--- config.mk ---
export PLATFORM = sky130hd
export DESIGN_NAME = intersection_scheduler
export DESIGN_NICKNAME = d
export VERILOG_FILES = /design/src/rtl/intersection_scheduler.sv
export SDC_FILE = /design/constraint.sdc
export NUM_CORES = 1
export LEC_CHECK = 0
export ABC_CLOCK_PERIOD_IN_PS = 4700
export CELL_PAD_IN_SITES_DETAIL_PLACEMENT = 0
export CELL_PAD_IN_SITES_GLOBAL_PLACEMENT = 1
export CORE_UTILIZATION = 42
export CTS_CLUSTER_DIAMETER = 200
export DETAILED_ROUTE_END_ITERATION = 6
export GPL_TIMING_DRIVEN = 0
export PLACE_DENSITY = 0.94
export SLEW_MARGIN = 20
export SYNTH_ARGS = -nofsm -noshare
export SYNTH_HDL_FRONTEND = slang
export SYNTH_SLANG_ARGS = --single-unit
--- constraint.sdc ---
create_clock -name clk -period 4.7 [get_ports clk]
set_clock_uncertainty 0.05 [all_clocks]
set_input_delay 1.175 -clock clk [delete_from_list [all_inputs] [get_ports clk]]
set_output_delay 1.175 -clock clk [all_outputs]
set_load 0.005 [all_outputs]
--- src/rtl/intersection_scheduler.sv ---
// Two-approach (NS/EW) phase scheduler: left/green/yellow/all-red sequencing,
// rest-on-green, latched left-turn demand and emergency preemption.
// Lamps decode the state register only, so the two approaches never conflict.
module intersection_scheduler #(
  parameter int LEFT_CYC   = 4,
  parameter int GREEN_CYC  = 8,
  parameter int YELLOW_CYC = 3,
  parameter int ALLRED_CYC = 2
) (
  input  logic       clk,
  input  logic       rst,
  input  logic       emergency,
  input  logic       emg_dir,
  input  logic       req_ns,
  input  logic       req_ew,
  input  logic       req_left_ns,
  input  logic       req_left_ew,
  output logic       LeftTurn_NS,
  output logic       Green_NS,
  output logic       Yellow_NS,
  output logic       Red_NS,
  output logic       LeftTurn_EW,
  output logic       Green_EW,
  output logic       Yellow_EW,
  output logic       Red_EW,
  output logic [3:0] phase
);

  localparam int MAX_A = (LEFT_CYC > GREEN_CYC) ? LEFT_CYC : GREEN_CYC;
  localparam int MAX_B = (YELLOW_CYC > ALLRED_CYC) ? YELLOW_CYC : ALLRED_CYC;
  localparam int MAX_C = (MAX_A > MAX_B) ? MAX_A : MAX_B;
  localparam int TW    = (MAX_C > 1) ? $clog2(MAX_C) : 1;

  typedef enum logic [3:0] {
    RST_RED    = 4'd0,
    NS_LEFT    = 4'd1,
    NS_GREEN   = 4'd2,
    NS_YELLOW  = 4'd3,
    NS_CLEAR   = 4'd4,
    EW_LEFT    = 4'd5,
    EW_GREEN   = 4'd6,
    EW_YELLOW  = 4'd7,
    EW_CLEAR   = 4'd8,
    EMG_YELLOW = 4'd9,
    EMG_CLEAR  = 4'd10,
    EMG_GREEN  = 4'd11
  } state_t;

  state_t        state, state_n;
  logic [TW-1:0] timer;
  logic          lp_ns, lp_ew;     // latched left-turn demand
  logic          emg_q;            // captured preempting approach
  logic          emg_pend;         // preemption seen while finishing yellow/clear
  logic          emg_src;          // approach shown yellow in EMG_YELLOW
  logic          t0, in_emg, emg_take, emg_act, edir;

  assign t0       = (timer == '0);
  assign in_emg   = (state == EMG_YELLOW) || (state == EMG_CLEAR) || (state == EMG_GREEN);
  // emg_dir is only looked at on the first edge emergency is seen
  assign emg_take = emergency && !in_emg && !emg_pend;
  assign emg_act  = emg_take || emg_pend;
  assign edir     = emg_pend ? emg_q : emg_dir;
  assign phase    = state;

  // Timer reload value (duration minus one) for each state
  function automatic logic [TW-1:0] dur_m1(input state_t s);
    case (s)
      NS_LEFT, EW_LEFT:                 dur_m1 = TW'(LEFT_CYC - 1);
      NS_GREEN, EW_GREEN:               dur_m1 = TW'(GREEN_CYC - 1);
      NS_YELLOW, EW_YELLOW, EMG_YELLOW: dur_m1 = TW'(YELLOW_CYC - 1);
      EMG_GREEN:                        dur_m1 = '0;
      default:                          dur_m1 = TW'(ALLRED_CYC - 1);
    endcase
  endfunction

  // State register
  always_ff @(posedge clk or negedge rst) begin
    if (!rst) state <= RST_RED;
    else      state <= state_n;
  end

  // Next-state: preemption from green/left acts at once, yellow/clear finish first
  always_comb begin
    state_n = state;
    case (state)
      RST_RED:    if (t0) state_n = emg_act ? EMG_GREEN : (lp_ns ? NS_LEFT : NS_GREEN);
      NS_LEFT:    if (emg_act) state_n = EMG_YELLOW;
                  else if (t0) state_n = NS_GREEN;
      NS_GREEN:   if (emg_act) state_n = edir ? EMG_YELLOW : EMG_GREEN;
                  else if (t0 && (req_ew || lp_ew)) state_n = NS_YELLOW;
      NS_YELLOW:  if (t0) state_n = emg_act ? EMG_CLEAR : NS_CLEAR;
      NS_CLEAR:   if (t0) state_n = emg_act ? EMG_GREEN : (lp_ew ? EW_LEFT : EW_GREEN);
      EW_LEFT:    if (emg_act) state_n = EMG_YELLOW;
                  else if (t0) state_n = EW_GREEN;
      EW_GREEN:   if (emg_act) state_n = edir ? EMG_GREEN : EMG_YELLOW;
                  else if (t0 && (req_ns || lp_ns)) state_n = EW_YELLOW;
      EW_YELLOW:  if (t0) state_n = emg_act ? EMG_CLEAR : EW_CLEAR;
      EW_CLEAR:   if (t0) state_n = emg_act ? EMG_GREEN : (lp_ns ? NS_LEFT : NS_GREEN);
      EMG_YELLOW: if (t0) state_n = EMG_CLEAR;
      EMG_CLEAR:  if (t0) state_n = EMG_GREEN;
      EMG_GREEN:  if (!emergency) state_n = emg_q ? EW_YELLOW : NS_YELLOW;
      default:    state_n = RST_RED;
    endcase
  end

  // Phase timer, left latches (set wins over clear) and preemption bookkeeping
  always_ff @(posedge clk or negedge rst) begin
    if (!rst) begin
      timer    <= TW'(ALLRED_CYC - 1);
      lp_ns    <= 1'b0;
      lp_ew    <= 1'b0;
      emg_q    <= 1'b0;
      emg_pend <= 1'b0;
      emg_src  <= 1'b0;
    end else begin
      if (state_n != state || t0) timer <= dur_m1(state_n);
      else                        timer <= timer - TW'(1);
      lp_ns <= req_left_ns | (lp_ns & !(state_n == NS_LEFT && state != NS_LEFT));
      lp_ew <= req_left_ew | (lp_ew & !(state_n == EW_LEFT && state != EW_LEFT));
      if (emg_take) emg_q <= emg_dir;
      emg_pend <= (state_n == EMG_YELLOW || state_n == EMG_CLEAR || state_n == EMG_GREEN)
                  ? 1'b0 : (emg_pend | emg_take);
      if (state_n == EMG_YELLOW && state != EMG_YELLOW)
        emg_src <= (state == EW_LEFT) || (state == EW_GREEN);
    end
  end

  // Lamp decode; the non-served approach is always red
  always_comb begin
    {LeftTurn_NS, Green_NS, Yellow_NS, Red_NS} = 4'b0001;
    {LeftTurn_EW, Green_EW, Yellow_EW, Red_EW} = 4'b0001;
    case (state)
      NS_LEFT:    {LeftTurn_NS, Red_NS} = 2'b10;
      NS_GREEN:   {Green_NS, Red_NS}    = 2'b10;
      NS_YELLOW:  {Yellow_NS, Red_NS}   = 2'b10;
      EW_LEFT:    {LeftTurn_EW, Red_EW} = 2'b10;
      EW_GREEN:   {Green_EW, Red_EW}    = 2'b10;
      EW_YELLOW:  {Yellow_EW, Red_EW}   = 2'b10;
      EMG_YELLOW: if (emg_src) {Yellow_EW, Red_EW} = 2'b10;
                  else         {Yellow_NS, Red_NS} = 2'b10;
      EMG_GREEN:  if (emg_q)   {Green_EW, Red_EW}  = 2'b10;
                  else         {Green_NS, Red_NS}  = 2'b10;
      default: ;
    endcase
  end

endmodule

==> qor.yml, run 1 <==
outcome:
  status: "complete, no violations"
sta:
  rsz0062_at_grt: "no"
  fmax_mhz: 271.3
  fin_ws_ps: 1014
  period_needed_ps: 3686
  fin_crit_sh_pct: 78.42
  slew_headroom_pct: 64.66
  whs_ps: 496.5
  slew_violations: 0
  tns_ps: 0
  finalSetupViolations: 0
  worst_slew_pin_slew_ps: 528.4
  hold_viol_final: 0
job:
  max_cap_violations: 0
final_layout:
  final_area_mm2: 0.001434
  fin_cells: 194
  num-nets-final: 175
  layout_commonest_cell: "clkdlybuf4s50_1"
  layout_common_cells: "clkdlybuf4s50_1, a21oi_1, dfrtp_1"
  drive_gt1_share_pct: 15.85
  diodes: 0
  area_delta_synth_final_pct: 22.57
placed_design:
  gp_congestion: 0.9106
  port_buffers: 19
  dp.cells: 190
  dp_slack_ps: 1331
  dpl.hpwl_um: 2294
  post_dp_cell_area_mm2: 0.001398
floorplanning:
  die-area_mm2: 0.003000
  core_area_mm2: 0.002545
  num_rows: 18
  fp.dieW_um: 54.78
  pin_count: 20
  die_y_um: 54.78
  initial_utilization_pct: 45.97
worst_setup_path:
  crit_top_cell: "clkbuf_1"
  required_ps: 3470
  crit_path_end: "Red_NS"
  critical_path_class: "flop to output port"
  reg2reg_to: "timer[2]$_DFF_PN0_"
  rr_worst_depth: 10
  crit_arrival_ps: 2460
  cp_slowest_stage_delay_ps: 480
  cp-start-kind: "flop"
  r2r-start: "timer[0]$_DFF_PN1_"
  crit_chain: "clkbuf_1 > clkbuf_1 > o21ai_0 > a22oi_1 > or2_2 > clkdlybuf4s50_1"
  critPathSlowestCell: "clkdlybuf4s50_1"
  worstPathMaxFanout: 10
  rrSetupSlack_ps: 2140
  critPathCaptureType: "output port"
  startpoint: "phase[1]$_DFF_PN0_"
route:
  wirelength_um: 3086
  ant_nets: 0
  drt-wirelength-per-cell_um: 15.91
  drtPass1Iterations: 4
  drtIter0Drc: 49
  dr_total_vias: 1190
  drt_drc_violations_left: 0
  avgViaCountPerCell: 6.134
clock_tree:
  cts_buffers: 3
  clk_latency_ps: 280
  post_cts_buffers: 0
  cts_resized: 0
  cts_max_level: 1
  postCtsHoldBufs: 0
  cts_tree: "built"
  numClockSinks: 12
  clock_path_buffers: 2
  cts-root-buf: "clkbuf_4"
  path_clk_slew_ps: 70
global_route:
  grt_usage_pct: 23.83
  globalRouteMet2Util_pct: 37.95
  gr-total-overflow: 0
  grt_busiest_layer: "met2"
  antenna_found_initial: 0
  use_met1_pct: 31.20
  grt_max_degree: 13
  met3_usage_pct: 5.833
  grt_pass1_vias: 1099
  grt_pass1_wl_um: 5030
yosys:
  syn_area_per_cell_um2: 8.297
  ys_types: 58
  yosys_warnings: 0
  synth_ff_type: "dfrtp_1"
  async_reset_ff_share_pct: 100.0
  syn_area_mm2: 0.001170
  ys_seq_area_share_pct: 25.78
  synth_edf_count: 0
  ys_seq_elements: 12
  syn_inst: 141
  syn-num-nets: 151
min_path:
  hp-class: "flop to flop"
power_and_ir_drop:
  power_leakage_nw: 0.5738
  peakVddDrop_mv: 0.4392
  power.density_mw_per_mm2: 733.0
-- synthesized netlist by cell type (2+ instances only) --
| library cell | instances | share of area (%) |
|---|---|---|
| a21oi_1 | 11 | 4.7 |
| dfrtp_1 | 11 | 24 |
| nor3_1 | 9 | 3.8 |
| o21ai_0 | 9 | 3.8 |
| nand2_1 | 7 | 2.2 |
| nor2_1 | 7 | 2.2 |
| clkbuf_1 | 6 | 1.9 |
| buf_2 | 5 | 2.1 |
| inv_1 | 5 | 1.6 |
| mux2i_1 | 4 | 3.4 |
| nand3b_1 | 4 | 2.6 |
| a21o_1 | 3 | 1.9 |
| a22oi_1 | 3 | 1.9 |
| nand2b_1 | 3 | 1.6 |
| o22ai_1 | 3 | 1.6 |
| a211oi_1 | 2 | 1.3 |
| ha_1 | 2 | 2.1 |
| mux2_4 | 2 | 2.6 |
| nand3_1 | 2 | 0.86 |
| nand4b_1 | 2 | 1.5 |
| nor3b_1 | 2 | 1.3 |
| o21ai_1 | 2 | 0.86 |
| o21ai_2 | 2 | 1.5 |
-- critical path: cells and delay by family, from the launching register on --
| family | cells | cell delay [ps] |
|---|---|---|
| flops | 1 | 470 |
| simple gates | 1 | 130 |
| compound gates | 2 | 350 |
| buf+inv | 3 | 1220 |
-- worst min path at each step --
| stage | from | slack [ps] | endpoint | cells past startpoint |
|---|---|---|---|---|
| 6_report | lp_ew$_DFF_PN0_ | 500 | lp_ew$_DFF_PN0_ | 1 |
| 5_1_grt | lp_ew$_DFF_PN0_ | 500 | lp_ew$_DFF_PN0_ | 1 |
| 4_1_cts | lp_ew$_DFF_PN0_ | 490 | lp_ew$_DFF_PN0_ | 1 |
| 3_5_place_dp | lp_ew$_DFF_PN0_ | 470 | lp_ew$_DFF_PN0_ | 1 |
| 3_3_place_gp | lp_ew$_DFF_PN0_ | 470 | lp_ew$_DFF_PN0_ | 1 |
| 2_1_floorplan | lp_ew$_DFF_PN0_ | 440 | lp_ew$_DFF_PN0_ | 1 |
-- registers in the layout, indices dropped and copies added (netlist names) --
name / flops
emg_pend: 1
emg_q: 1
emg_src: 1
lp_ew: 1
lp_ns: 1
phase: 4
timer: 3
-- power breakdown --
group,switching (mW),leakage (nW),internal (mW),total (mW)
Combinational,0.420,0.412,0.360,0.780
Clock,0.0349,0.0210,0.0473,0.0822
Sequential,0.0413,0.141,0.148,0.189
Total,0.496,0.574,0.555,1.05
-- through the flow --
step	util (%)	total power [mW]
after floorplan	-	0.7427
after global placement	54.92	0.9426
after detailed placement	54.92	0.9597
after CTS	56.34	1.047
after global routing	56.34	1.141
final	56.34	1.051
-- metal layers --
layer  up-vias  part of all wire (%)  routed length [µm]
met5         -                     0                   0
met4         0                   1.4                  42
met3         7                   7.9                 245
met2        59                    47                1460
met1       549                    43                1337
li1        575                     -                   -
-- cells by family after synthesis --
| logic type | synth area share (%) |
|---|---|
| AO/OA/AOI/OAI | 31.12 |
| XOR/XNOR | 1.498 |
| adder cells (fa/ha/maj) | 2.139 |
| buffers and inverters | 7.379 |
| flip-flops | 25.78 |
| multiplexers | 5.990 |
| AND/OR/NAND/NOR | 26.10 |
-- layout make-up --
cell class | instances | area [µm²]
fillers | 251 | 1111
multi-input cells | 110 | 782.0
flip-flops and latches | 12 | 301.5
repair buffers | 19 | 190.2
plain buffers | 12 | 58.81
well taps | 30 | 37.54
clock buffers | 4 | 36.28
inverters | 7 | 27.53
Note: power is estimated with default switching activity, not from simulation.
==> run 2, diff against run 1 <==
--- a/config.mk
+++ b/config.mk
@@ -5,14 +5,14 @@
 export SDC_FILE = /design/constraint.sdc
 export NUM_CORES = 1
 export LEC_CHECK = 0
-export ABC_CLOCK_PERIOD_IN_PS = 4700
+export ABC_CLOCK_PERIOD_IN_PS = 3600
 export CELL_PAD_IN_SITES_DETAIL_PLACEMENT = 0
 export CELL_PAD_IN_SITES_GLOBAL_PLACEMENT = 1
-export CORE_UTILIZATION = 42
+export CORE_UTILIZATION = 39
 export CTS_CLUSTER_DIAMETER = 200
 export DETAILED_ROUTE_END_ITERATION = 6
 export GPL_TIMING_DRIVEN = 0
-export PLACE_DENSITY = 0.94
+export PLACE_DENSITY = 0.89
 export SLEW_MARGIN = 20
 export SYNTH_ARGS = -nofsm -noshare
 export SYNTH_HDL_FRONTEND = slang
==> constraint.sdc (replaced) <==
create_clock -name clk -period 3.6 [get_ports clk]
set_clock_uncertainty 0.05 [all_clocks]
set_input_delay 0.9 -clock clk [delete_from_list [all_inputs] [get_ports clk]]
set_output_delay 0.9 -clock clk [all_outputs]
set_load 0.005 [all_outputs]
==> run 2 against run 1 <==
  * The run now ends with design-rule violations left
  * Clock power grew 5.6%
  * Combinational power grew 31%
  * Highest routed layer is now met3
  * Total power grew 29%
  * Utilization shrank 5.5 points
  * Largest cell class unchanged
  * Register-to-register slack lost 1100 ps
  * Worst hold slack lost 7.1 ps
==> qor.yml, run 2 (same netlist as run 1, synthesis figures left out) <==
final_layout:
  largest_reg_flops: 4  # unchanged
  fillerInstances: 292  # was 251
  finish.utilization_pct: 50.80  # was 56.34%
  seq_area_um2: 301.5  # unchanged
  layout_common_cells: "clkdlybuf4s50_1, a21oi_1, dfrtp_1"  # unchanged
  final_area_mm2: 0.001425  # was 0.001434 mm²
  area_delta_synth_final_pct: 21.82  # was 22.57%
  drive_gt1_share_pct: 15.24  # was 15.85%
  layout_commonest_cell: "clkdlybuf4s50_1"  # unchanged
  num-nets-final: 175  # unchanged
  multi_input_area_um2: 782.0  # unchanged
  diodes: 0  # unchanged
power_and_ir_drop:
  swShare_pct: 47.81  # was 47.20%
  power.density_mw_per_mm2: 949.8  # was 733.0 mW/mm²
  p_total_mw: 1.354  # was 1.051 mW
  internal-power_mw: 0.7065  # was 0.5550 mW
  peakVddDrop_mv: 0.5640  # was 0.4392 mV
  power_switching_mw: 0.6472  # was 0.4961 mW
  power_leakage_nw: 0.5678  # was 0.5738 nW
  clockPowerShare_pct: 6.4  # was 7.8%
  p_comb_share_pct: 75.4  # was 74.2%
  p_seq_share_pct: 18.2  # was 18.0%
clock_tree:
  clock_path_buffers: 2  # unchanged
  post_cts_buffers: 0  # unchanged
  numClockSinks: 12  # unchanged
  path_clk_slew_ps: 60  # was 70 ps
  clk_latency_ps: 280  # about the same
  cts-root-buf: "clkbuf_4"  # unchanged
  cts_max_level: 1  # unchanged
  postCtsHoldBufs: 0  # unchanged
  cts_tree: "built"  # unchanged
  cts_buffers: 3  # unchanged
  cts_resized: 0  # unchanged
global_route:
  antenna_found_initial: 0  # unchanged
  gr-total-overflow: 0  # unchanged
  grt_pass1_wl_um: 5471  # was 5030 µm
  grt_usage_pct: 21.62  # was 23.83%
  grt_pass1_vias: 1152  # was 1099
  grt_max_degree: 13  # unchanged
sta:
  slew_violations: 0  # unchanged
  rsz0062_at_grt: "no"  # unchanged
  hold_viol_final: 0  # unchanged
  fmax_mhz: 295.3
  worst_slew_pin_slew_ps: 534.8  # was 528.4 ps
  whs_ps: 489.4  # was 496.5 ps
  fin_crit_sh_pct: 94.07
  period_needed_ps: 3387
  tns_ps: 0  # unchanged
  finalSetupViolations: 0  # unchanged
  slew_headroom_pct: 64.24  # was 64.66%
route:
  drtPass1Iterations: 6  # was 4
  wirelength_um: 3131  # was 3086 µm
  drt-wirelength-per-cell_um: 16.06  # was 15.91 µm
  ant_nets: 0  # unchanged
  drt_drc_violations_left: 4  # was 0
  dr_total_vias: 1199  # was 1190
  drtIter0Drc: 51  # was 49
  avgViaCountPerCell: 6.149  # was 6.134
placed_design:
  gp_congestion: 0.8853  # was 0.9106
  dpl.hpwl_um: 2352  # was 2294 µm
  port_buffers: 19  # unchanged
  post_dp_cell_area_mm2: 0.001399  # was 0.001398 mm²
outcome:
  violations: "design-rule violations"
  status: "finished, violations left"  # was complete, no violations
worst_setup_path:
  rr_worst_depth: 10  # unchanged
  reg2reg_to: "timer[2]$_DFF_PN0_"  # unchanged
  rrSetupSlack_ps: 1040  # was 2140 ps
  crit_arrival_ps: 2440  # was 2460 ps
  critPathCaptureType: "output port"  # unchanged
  r2r-start: "timer[1]$_DFF_PN0_"  # was timer[0]$_DFF_PN1_
  worstPathMaxFanout: 10  # unchanged
  cp-start-kind: "flop"  # unchanged
  critical_path_class: "flop to output port"  # unchanged
  required_ps: 2650  # was 3470 ps
min_path:
  min_delay_path_depth: 1  # unchanged
  min_delay_worst_endpoint: "lp_ew$_DFF_PN0_"  # unchanged
  hp-class: "flop to flop"  # unchanged
  worstHoldStart: "lp_ew$_DFF_PN0_"  # unchanged
floorplanning:
  pin_count: 20  # unchanged
  die_y_um: 56.77  # was 54.78 µm
  die-area_mm2: 0.003223  # was 0.003000 mm²
  initial_utilization_pct: 41.70  # was 45.97%
  num_rows: 19  # was 18
  fp.dieW_um: 56.77  # was 54.78 µm
  core_area_mm2: 0.002805  # was 0.002545 mm²
job:
  max_cap_violations: 0  # unchanged
[run 2: changes by cell type in the layout (fill, tap and decap cells not counted)]
cell,before,now
clkbuf_1,6,7
clkbuf_8,1,0
[run 2: layout make-up]
cell class                 instances  area share [%]
buffer                            12           4.126
clock buffer                       4           1.844
inverter                           7           1.932
multi-input combinational        110           54.87
sequential                        12           21.16
tap                               31           2.722
timing repair buffer              19           13.34
[run 2: how the worst max path moves through the flow]
stage                                  start  cells after the start                  end
after global placement             emergency                      8  emg_src$_DFFE_PN0P_
after global routing      phase[1]$_DFF_PN0_                      6               Red_NS
final                     phase[1]$_DFF_PN0_                      6               Red_NS
after CTS                 phase[1]$_DFF_PN0_                      6               Red_NS
after floorplan                    emergency                      7  emg_src$_DFFE_PN0P_
after detailed placement           emergency                      9  emg_src$_DFFE_PN0P_
[run 2: routing by layer]
metal  global-route usage, %  wire length (µm)  part of all wire [%]  up-vias
met5                       0                 0                     0        -
met4                   4.181                 0                     0        0
met3                   5.991               228                   7.3        0
met2                   34.01              1482                    47       50
met1                   29.70              1420                    45      576
li1                        -                 -                     -      573
[run 2: critical path, stage by stage (launching register included)]
cell             delay (ps)
dfrtp_1                 470
clkbuf_1                380
clkbuf_1                340
o21ai_0                 180
a22oi_1                 190
or2_2                   130
clkdlybuf4s50_1         490
[run 2: per-stage QoR]
stage / setup slack [ps] / std cells
2_1_floorplan: 1097 / 141
5_1_grt: 39.68 / 195
4_1_cts: 238.1 / 195
3_3_place_gp: 508.2 / 191
3_5_place_dp: 478.8 / 191
6_report: 213.4 / 195
[run 2: power groups by stage]
stage	clock network (mW)	registers (mW)	logic [mW]
after detailed placement	0	0.251	1.01
final	0.0868	0.247	1.02
after global routing	0.0960	0.257	1.13
after floorplan	0	0.235	0.735
after global placement	0	0.247	0.994
after CTS	0.0902	0.248	1.01
==> run 3, diff against run 2 <==
--- a/config.mk
+++ b/config.mk
@@ -8,11 +8,12 @@
 export ABC_CLOCK_PERIOD_IN_PS = 3600
 export CELL_PAD_IN_SITES_DETAIL_PLACEMENT = 0
 export CELL_PAD_IN_SITES_GLOBAL_PLACEMENT = 1
-export CORE_UTILIZATION = 39
+export CORE_UTILIZATION = 40
+export CTS_BUF_LIST = sky130_fd_sc_hd__clkbuf_4
 export CTS_CLUSTER_DIAMETER = 200
 export DETAILED_ROUTE_END_ITERATION = 6
 export GPL_TIMING_DRIVEN = 0
-export PLACE_DENSITY = 0.89
+export PLACE_DENSITY = 0.91
 export SLEW_MARGIN = 20
 export SYNTH_ARGS = -nofsm -noshare
 export SYNTH_HDL_FRONTEND = slang
==> run 3 against run 2 <==
  * The run now ends clean
  * Critical path depth is the same
  * Total power is 0.53% lower
  * Die area shrank 2.4%
  * Clock power fell by 1%
  * Clock-buffer cell count fell by 1
  * Design area unchanged
  * Non-clock buffer count is the same
  * Highest routed layer is now met4
==> qor.yml, run 3 (same netlist as run 1, synthesis figures left out) <==
route:
  avgViaCountPerCell: 5.990  # was 6.149
  drtPass1Iterations: 4  # was 6
  drt-wirelength-per-cell_um: 15.56  # was 16.06 µm
  dr_total_vias: 1168  # was 1199
  wirelength_um: 3034  # was 3131 µm
  drtIter0Drc: 48  # was 51
  ant_nets: 0  # unchanged
  drt_drc_violations_left: 0  # was 4
sta:
  fin_ws_ps: 242.5  # was 213.4 ps
  slew_violations: 0  # unchanged
  finalSetupViolations: 0  # unchanged
  fmax_mhz: 297.8  # was 295.3 MHz
  rsz0062_at_grt: "no"  # unchanged
  worst_slew_pin_slew_ps: 555.7  # was 534.8 ps
  whs_ps: 496.0  # was 489.4 ps
  tns_ps: 0  # unchanged
  period_needed_ps: 3357  # was 3387 ps
  hold_viol_final: 0  # unchanged
  fin_crit_sh_pct: 93.26  # was 94.07%
  slew_headroom_pct: 62.84  # was 64.24%
clock_tree:
  cts_resized: 0  # unchanged
  cts_tree: "built"  # unchanged
  post_cts_buffers: 0  # unchanged
  numClockSinks: 12  # unchanged
  path_clk_slew_ps: 70  # was 60 ps
  postCtsHoldBufs: 0  # unchanged
  cts-root-buf: "clkbuf_4"  # unchanged
  cts_buffers: 3  # unchanged
  clock_path_buffers: 2  # unchanged
  clk_latency_ps: 270  # was 280 ps
  cts_max_level: 1  # unchanged
final_layout:
  finish.utilization_pct: 51.68  # was 50.80%
  largest_reg_flops: 4  # unchanged
  drive_gt1_share_pct: 15.24  # unchanged
  multi_input_area_um2: 782.0  # unchanged
  fillerInstances: 279  # was 292
  num-nets-final: 175  # unchanged
  fin_cells: 195  # unchanged
  seq_area_um2: 301.5  # unchanged
  final_area_mm2: 0.001425  # unchanged
  area_delta_synth_final_pct: 21.82  # unchanged
  layout_commonest_cell: "clkdlybuf4s50_1"  # unchanged
  diodes: 0  # unchanged
  layout_common_cells: "clkdlybuf4s50_1, a21oi_1, dfrtp_1"  # unchanged
placed_design:
  dp_slack_ps: 493.5  # was 478.8 ps
  port_buffers: 19  # unchanged
  post_dp_cell_area_mm2: 0.001399  # unchanged
  gp_congestion: 0.8899  # was 0.8853
  dp.cells: 191  # unchanged
  dpl.hpwl_um: 2343  # was 2352 µm
power_and_ir_drop:
  power_switching_mw: 0.6425  # was 0.6472 mW
  peakVddDrop_mv: 0.5436  # was 0.5640 mV
  swShare_pct: 47.72  # was 47.81%
  p_total_mw: 1.346  # was 1.354 mW
  p_comb_share_pct: 75.3  # was 75.4%
  power_leakage_nw: 0.5682  # was 0.5678 nW
  clockPowerShare_pct: 6.4  # about the same
  p_seq_share_pct: 18.3  # was 18.2%
  power.density_mw_per_mm2: 944.8  # was 949.8 mW/mm²
  internal-power_mw: 0.7039  # was 0.7065 mW
floorplanning:
  core_area_mm2: 0.002758  # was 0.002805 mm²
  pin_count: 20  # unchanged
  die-area_mm2: 0.003145  # was 0.003223 mm²
  initial_utilization_pct: 42.42  # was 41.70%
  die_y_um: 56.08  # was 56.77 µm
  num_rows: 19  # unchanged
  fp.dieW_um: 56.08  # was 56.77 µm
job:
  max_cap_violations: 0  # unchanged
global_route:
  gr-total-overflow: 0  # unchanged
  grt_max_degree: 13  # unchanged
  grt_usage_pct: 19.59  # was 21.62%
  grt_pass1_vias: 1053  # was 1152
  antenna_found_initial: 0  # unchanged
  grt_pass1_wl_um: 4961  # was 5471 µm
worst_setup_path:
  worstPathMaxFanout: 10  # unchanged
  r2r-start: "timer[0]$_DFF_PN1_"  # was timer[1]$_DFF_PN0_
  crit_arrival_ps: 2410  # was 2440 ps
  critPathCaptureType: "output port"  # unchanged
  startpoint: "phase[1]$_DFF_PN0_"  # unchanged
  critical_path_class: "flop to output port"  # unchanged
  cp-start-kind: "flop"  # unchanged
  required_ps: 2650  # about the same
outcome:
  status: "complete, no violations"  # was finished, violations left
min_path:
  hp-class: "flop to flop"  # unchanged
  worstHoldStart: "timer[0]$_DFF_PN1_"  # was lp_ew$_DFF_PN0_
## run 3: power groups by stage
stage / clock [mW] / sequential (mW) / combinational (mW)
floorplan: 0 / 0.235 / 0.735
global placement: 0 / 0.246 / 0.981
detailed placement: 0 / 0.249 / 1.01
CTS: 0.0886 / 0.246 / 1.01
global route: 0.0922 / 0.254 / 1.11
finish: 0.0856 / 0.247 / 1.01
## run 3: final timing paths
path / slack (ps) / cells after the start / to
setup / recovery: 240 / 6 / Red_NS
hold / removal: 500 / 1 / timer[0]$_DFF_PN1_
setup reg to reg: 1060 / 10 / timer[2]$_DFF_PN0_
hold reg to reg: 500 / 1 / timer[0]$_DFF_PN1_
max in group asynchronous: 2200 / 1 / timer[0]$_DFF_PN1_
min in group asynchronous: 930 / 1 / timer[1]$_DFF_PN0_
## run 3: cell type report
type	count	area share, %
tap	31	2.722
clock inverter	1	0.2634
buffer	12	4.126
inverter	7	1.932
clock buffer	3	1.580
timing repair buffer	19	13.34
sequential	12	21.16
multi-input combinational	110	54.87
## run 3: per-layer routing
| layer | routed length [µm] | GRT usage (%) | part of all wire, % | vias up |
|---|---|---|---|---|
| li1 | - | - | - | 573 |
| met3 | 172 | 1.163 | 5.7 | 5 |
| met4 | 33 | 6.620 | 1.1 | 0 |
| met5 | 0 | 0 | 0 | - |
| met2 | 1440 | 32.65 | 47 | 41 |
| met1 | 1387 | 26.92 | 46 | 549 |
## run 3: worst max-delay path, cell delays in order, from the launching register on
cell             delay, ps
dfrtp_1                470
clkbuf_1               370
clkbuf_1               350
o21ai_0                160
a22oi_1                180
or2_2                  130
clkdlybuf4s50_1        480
